`src/rtl/imem_loader.sv`:
```
// Boot-time instruction memory loader: parses a counted big-endian byte stream,
// writes 32-bit words into imem and holds the core in reset until the checksum is good.
module imem_loader #(
  parameter int          ADDR_WIDTH = 8,
  parameter logic [31:0] BASE_ADDR  = 32'h0000_0000
) (
  input  logic                  clk,
  input  logic                  reset,
  input  logic                  start,
  input  logic                  byte_valid,
  input  logic [7:0]            byte_data,
  output logic                  byte_ready,
  output logic                  imem_we,
  output logic [31:0]           imem_addr,
  output logic [31:0]           imem_wdata,
  output logic                  cpu_reset,
  output logic                  done,
  output logic                  error,
  output logic [ADDR_WIDTH:0]   words_loaded
);

  localparam logic [32:0]       DEPTH  = 33'd1 << ADDR_WIDTH;
  localparam logic [ADDR_WIDTH:0] WL_ONE = 1;

  typedef enum logic [2:0] {
    S_HDR_HI, S_HDR_LO, S_DATA, S_CSUM, S_DONE, S_ERROR
  } state_t;

  state_t      state, state_n;
  logic [7:0]  count_hi;
  logic [15:0] count;
  logic [23:0] shreg;     // first three bytes of the word in flight
  logic [1:0]  byte_idx;
  logic [7:0]  sum;

  logic        accept, wr, clr, last_word;
  logic [7:0]  sum_n;
  logic [15:0] hdr;
  logic [31:0] word_n, addr_n;

  assign byte_ready = (state == S_HDR_HI) || (state == S_HDR_LO) ||
                      (state == S_DATA)   || (state == S_CSUM);
  assign done       = (state == S_DONE);
  assign error      = (state == S_ERROR);
  assign cpu_reset  = (state != S_DONE);

  assign accept    = byte_valid && byte_ready;
  assign sum_n     = sum + byte_data;
  assign hdr       = {count_hi, byte_data};
  assign word_n    = {shreg, byte_data};
  assign addr_n    = BASE_ADDR + (32'(words_loaded) << 2);
  // words_loaded still counts the previous word when the 4th byte arrives
  assign last_word = (32'(words_loaded) + 32'd1) == 32'(count);

  always_comb begin
    state_n = state;
    wr      = 1'b0;
    clr     = 1'b0;
    unique case (state)
      S_HDR_HI: if (accept) state_n = S_HDR_LO;
      S_HDR_LO: begin
        if (accept) begin
          if (33'(hdr) > DEPTH)  state_n = S_ERROR;
          else if (hdr == 16'd0) state_n = S_CSUM;
          else                   state_n = S_DATA;
        end
      end
      S_DATA: begin
        if (accept && byte_idx == 2'd3) begin
          wr = 1'b1;
          if (last_word) state_n = S_CSUM;
        end
      end
      S_CSUM: if (accept) state_n = (sum_n == 8'h00) ? S_DONE : S_ERROR;
      S_DONE, S_ERROR: begin
        if (start) begin
          state_n = S_HDR_HI;
          clr     = 1'b1;
        end
      end
      default: state_n = S_HDR_HI;
    endcase
  end

  always_ff @(posedge clk) begin
    if (reset) begin
      state        <= S_HDR_HI;
      count_hi     <= '0;
      count        <= '0;
      shreg        <= '0;
      byte_idx     <= '0;
      sum          <= '0;
      words_loaded <= '0;
      imem_we      <= 1'b0;
      imem_addr    <= '0;
      imem_wdata   <= '0;
    end else begin
      state   <= state_n;
      imem_we <= wr;
      if (accept) begin
        sum <= sum_n;
        if (state == S_HDR_HI) count_hi <= byte_data;
        if (state == S_HDR_LO) count    <= hdr;
        if (state == S_DATA) begin
          shreg    <= {shreg[15:0], byte_data};
          byte_idx <= byte_idx + 2'd1;
        end
      end
      if (wr) begin
        imem_addr    <= addr_n;
        imem_wdata   <= word_n;
        words_loaded <= words_loaded + WL_ONE;
      end
      if (clr) begin
        words_loaded <= '0;
        sum          <= '0;
        byte_idx     <= '0;
      end
    end
  end

endmodule

```
`config.mk`:
```
export PLATFORM = sky130hd
export DESIGN_NAME = imem_loader
export DESIGN_NICKNAME = d
export VERILOG_FILES = /design/src/rtl/imem_loader.sv
export SDC_FILE = /design/constraint.sdc
export NUM_CORES = 1
export LEC_CHECK = 0
export CORE_UTILIZATION = 40
export DETAILED_ROUTE_END_ITERATION = 7
export GPL_ROUTABILITY_DRIVEN = 0
export PLACE_DENSITY = 0.66
export SYNTH_ARGS = -nofsm -noshare
export SYNTH_HDL_FRONTEND = slang
export SYNTH_SLANG_ARGS = --single-unit
```
`constraint.sdc`:
```
create_clock -name clk -period 2.5 [get_ports clk]
set_clock_uncertainty 0.1 [all_clocks]
set_input_delay 0.375 -clock clk [delete_from_list [all_inputs] [get_ports clk]]
set_output_delay 0.375 -clock clk [all_outputs]
set_load 0.01 [all_outputs]
```
Yosys cells after proc, flatten, opt, wreduce, memory -nomap -nowiden. Cells that the tools add are included.

Flip-flop bits (word level): 112. Bits in latches: 0. RAM bits: 0. Bits in read-only memories: 0. Input port bits: 12. Output and inout bits: 78. Logic and storage cells: 57. Memories kept: 0.

Add/sub/neg operators: 4. $mul: 0. Divide/modulo/power cells: 0. $lt $le $gt $ge: 1. Eq/ne operators: 14. Shift-type cells: 0. Muxes and demuxes: 14. Bitwise logic cells: 0. Reductions and logical operators: 14.

Operators by type and width (count): $mux W3 (7); $eq A10 B16 Y1 (1); $gt A16 B9 Y1 const B (1); $logic_not A16 Y1 (1); $pmux W3 S5 (1); $add A9 B1 Y10 const B (1); $ne A2 B2 Y1 const B (5); $add A9 B1 Y9 const B (1); $add A8 B8 Y8 (1); $logic_not A8 Y1 (1); $eq A3 B2 Y1 const B (2); $eq A3 B3 Y1 const B (2); $mux W1 (6); $reduce_and A2 Y1 (3); $reduce_and A6 Y1 (1); $reduce_or A2 Y1 (2); $eq A3 B1 Y1 const B (1); $logic_not A3 Y1 (1); $logic_or A1 B1 Y1 (3); $ne A3 B3 Y1 const B (1); $add A2 B1 Y2 const B (1); $eq A2 B2 Y1 const B (1); $logic_and A1 B1 Y1 (2); $ne A2 B1 Y1 const B (1).

Depth between registers and ports, before layout.
Depth in word-level cells: 8. Mapped depth: 8.

Worst setup path before layout. No wires, ideal clock.

Path kind: in2reg. Start: in byte_data[0]. End: reg state[0]. Setup time: 127 ps. Data arrival time: 2138 ps. Required time: 2273 ps. Slack: 135 ps. Stages on the path: 8. Cells stage by stage: ha_1 > fa_1 > a21o_1 > a21oi_1 > xnor2_1 > or3_1 > o41ai_1 > o41ai_1.

Cells in the longest elaborated chain, start to end: 5. Elaborated cells on any way between the ends: 10.

Ends and longest elaborated chain: start: declaration (RTL line 11) `input logic [7:0] byte_data,`; $add A8 B8 Y8 / $logic_not A16 Y1 (equally long branches) (RTL line 48, 64); $logic_not A8 Y1 / $mux W1 (equally long branches) (RTL line 74, 64); $mux W1 / $mux W3 (equally long branches) (RTL line 74, 63); $mux W3, on equally long branches (RTL line 74, 62); $pmux W3 S5 (*) (RTL line 59) `unique case (state)`; end signal: assignment (RTL line 98) `state <= state_n;`; end: declaration (RTL line 29) `state_t state, state_n;`.

Every way passes the cells marked *; elsewhere a longest branch is shown, timed or not. The select of a mux whose other input is x is not followed. A chain may end at the register's enable or synchronous reset.

Worst setup path in the final report.
Start: reg state[2]. End: out done.

Cells in the longest elaborated chain, start to end: 1.

Ends and longest elaborated chain: $eq A3 B3 Y1 (RTL line 43) `assign done = (state == S_DONE);`; end: declaration (RTL line 17) `output logic done,`.

Every way passes these cells.

==> impl_metrics.tcl <==
set metrics [dict create \
    grt_pass1_wl_mm 19.7 \
    grtUsageTotal_pct 19.2 \
    dp_slack_ns -0.475 \
    final_area_um2 6100 \
    hold_ws_ns 0.356 \
    h-tree-depth 3 \
    drv_cap 0 \
    async_reset_ff_share_pct 0 \
    power.internal_mw 2.78 \
    netlist.top_cell.by_area "dfxtp_1" \
    reg2reg_depth 7 \
    clockBufferDepth 2 \
    clkPwrFrac_pct 36.8 \
    overflow 0 \
    ant_nets 0 \
    cts_hold_buf 0 \
    cts_num_sinks 112 \
    met2_length_mm 5.26 \
    wl_met3_um 579 \
    dieArea_um2 12600 \
    powerDensity_nw_per_um2 634 \
    cts-root-buf "clkbuf_16" \
    startpoint "state[2]" \
    synth-seq-cells 112 \
    ys_warn_count 0 \
    post_drt_via_cell_ratio 5.10 \
    post-route-util_pct 52.5 \
    place_inst 827 \
    top_layer_used "met4" \
    drive_gt1_share_pct 9.57 \
    synth.area.top_cells "dfxtp_1 (46%), nand2_1 (16%), a21oi_1 (11%), buf_4 (3.6%), xnor2_1 (3.2%)" \
    drt_wl_total_mm 11.7 \
    hpwlAfterDp_mm 8.10 \
    yosysSeqAreaShare_pct 46.1 \
    rr_endpoint "state[0]" \
    rrSetupSlack_ns 0.15 \
    syn2layout_area_growth_pct 25.5 \
    combPwrFrac_pct 14.2 \
    place_area_um2 5720 \
    antenna_found_initial 0 \
    fin_nets 717 \
    start_util_pct 41.9 \
    cp.required_ns 2.03 \
    period_share_pct 96.0 \
    hold_class "flop to flop" \
    diodes 0 \
    synthFlopType "dfxtp_1" \
    netlist-cell-type-count 43 \
    power.switching_mw 1.09 \
    cp_max_fo 8 \
    whs_path_depth 2 \
    numCtsBuffers 9 \
    io_buffers 66 \
    grt_max_degree 95 \
    ios 90 \
    end_kind "output pin" \
    worstSkewPairLatency_ns 0.35 \
    tightest_slew_ns 0.722 \
    netlist.area_leader.share_pct 46.1 \
    syn-cell-area_um2 4860 \
    worstSetupEndpoint "done" \
    avgRoutedWirePerCell_um 13.9 \
    rows 39 \
    p_seq_share_pct 48.9 \
    synth_edf_count 0 \
    syn-instance-count 626 \
    die_h_um 112 \
    violations "design-rule violations" \
    relSlewSlack_pct 51.9 \
    drc 7 \
    fmax_mhz 417 \
    r2r-start "sum[1]" \
    num_vias 4301 \
    leakage_nw 2.20 \
    drt-met1-wl_mm 5.66 \
    setup_violations 0 \
    fp.dieW_um 112 \
    post_cts_buffers 0 \
    syn_avg_cell_area_um2 7.77 \
    critPathKind "flop to output pin" \
    p_sw_share_pct 28.1 \
    start_kind "flop" \
    slew_viol_final 0 \
    first_pass_iters 8 \
    cts.clk_slew.worst_paths_ns 0.07 \
    status "complete, but fails checks" \
    setup_ws_ns 0.101 \
    grt_pass1_vias 4051 \
    first_iter_violations 307 \
    peakVddDrop_v 0.000321 \
    crit_arrival_ns 1.92 \
    hold_viol 0 \
    cts_tree "yes" \
    layout.cells.non_filler 843 \
    timing.final.crit_period_ns 2.40 \
    core_area_um2 11600 \
]
[timing repair]
item,CTS,global route
pin swaps,1,9
hold endpoints to repair,0,0
gates resized for setup,4,13
setup endpoints to repair,1,3
[placed cells by master, fill, tap and decap left out, types with 3 or more instances in the layout]
master,netlist,final
mux2i_1,3,3
inv_6,0,3
nand4_1,4,4
dfxtp_1,112,111
nand2_1,208,208
xnor2_1,18,17
nor4_1,6,6
nor2b_1,3,3
nor2_1,18,18
a21o_1,4,4
o41ai_2,0,3
nor3_1,6,6
or3_1,5,5
xor2_1,10,10
conb_1,1,23
o21ai_0,7,7
clkdlybuf4s50_1,0,63
a21oi_1,105,103
nand3_1,8,8
and2_1,3,3
ha_1,9,7
clkbuf_16,0,9
buf_4,23,32
inv_1,3,3
[power groups by stage]
stage          clock network (mW)  logic (mW)  registers (mW)
2_1_floorplan                   0       0.370            1.92
3_3_place_gp                    0       0.486            1.93
3_5_place_dp                    0       0.501            1.93
4_1_cts                      1.45       0.516            1.89
5_1_grt                      1.53       0.607            1.90
6_report                     1.43       0.550            1.89
[flip-flops by register name, summed over array words and instances, names as in the netlist, 3 cells and up]
name and cells:
count 16, count_hi 8, imem_addr 9, imem_wdata 32, shreg 24, state 3, sum 8, words_loaded 9
[cell type report]
cell class                 instances  area, µm²
clock inverter                     7       71.3
multi-input combinational        469       2430
fill                            1088       5510
tap                              143        179
timing repair buffer             100        941
sequential                       112       2240
clock buffer                       9        225
inverter                           3       11.3
[worst min path at each step]
stage / startpoint / to
after detailed placement: shreg[22] / imem_wdata[30]
after global routing: imem_wdata[19] / imem_wdata[19]
after floorplan: shreg[16] / imem_wdata[24]
after global placement: shreg[22] / imem_wdata[30]
final: imem_wdata[26] / imem_wdata[26]
after CTS: shreg[22] / imem_wdata[30]
[stage by stage]
stage	total power, mW	setup TNS (ns)
floorplan	2.29	0
global placement	2.42	-0.478
detailed placement	2.43	-0.747
CTS	3.86	0
global route	4.04	-0.00289
finish	3.87	0
[cell families after synthesis]
group | count (synthesis) | synth area share, %
muxes | 3 | 0.618
DFF | 112 | 46.1
other | 1 | 0.0771
buffers and inverters | 67 | 7.13
AOI/OAI and AO/OA | 133 | 14.8
xor gates and xnor gates | 28 | 5.04
adders and majority gates | 10 | 2.73
and+or+nand+nor | 272 | 23.5
[layer usage]
layer | track usage (%) | vias up
li1 | - | 2175
met1 | 27.6 | 1982
met2 | 29.4 | 128
met3 | 2.38 | 16
met4 | 7.64 | 0
met5 | 0 | -
[cells in the mapped netlist (all sizes together) (4+ instances only)]
cell type,instances
nand4,4
a21oi,105
clkbuf,26
nor3,6
ha,9
nor2,18
dfxtp,112
nor4,6
xnor2,18
o21ai,9
xor2,10
buf,38
nand3,8
nand2,208
or3,5
a21o,4
[worst max-delay path, stage by stage, from the launching register on]
cell and delay [ns]:
dfxtp_1 0.45, inv_1 0.13, or3_1 0.41, inv_1 0.07, clkdlybuf4s50_1 0.52
(Power assumes the default switching activity.)
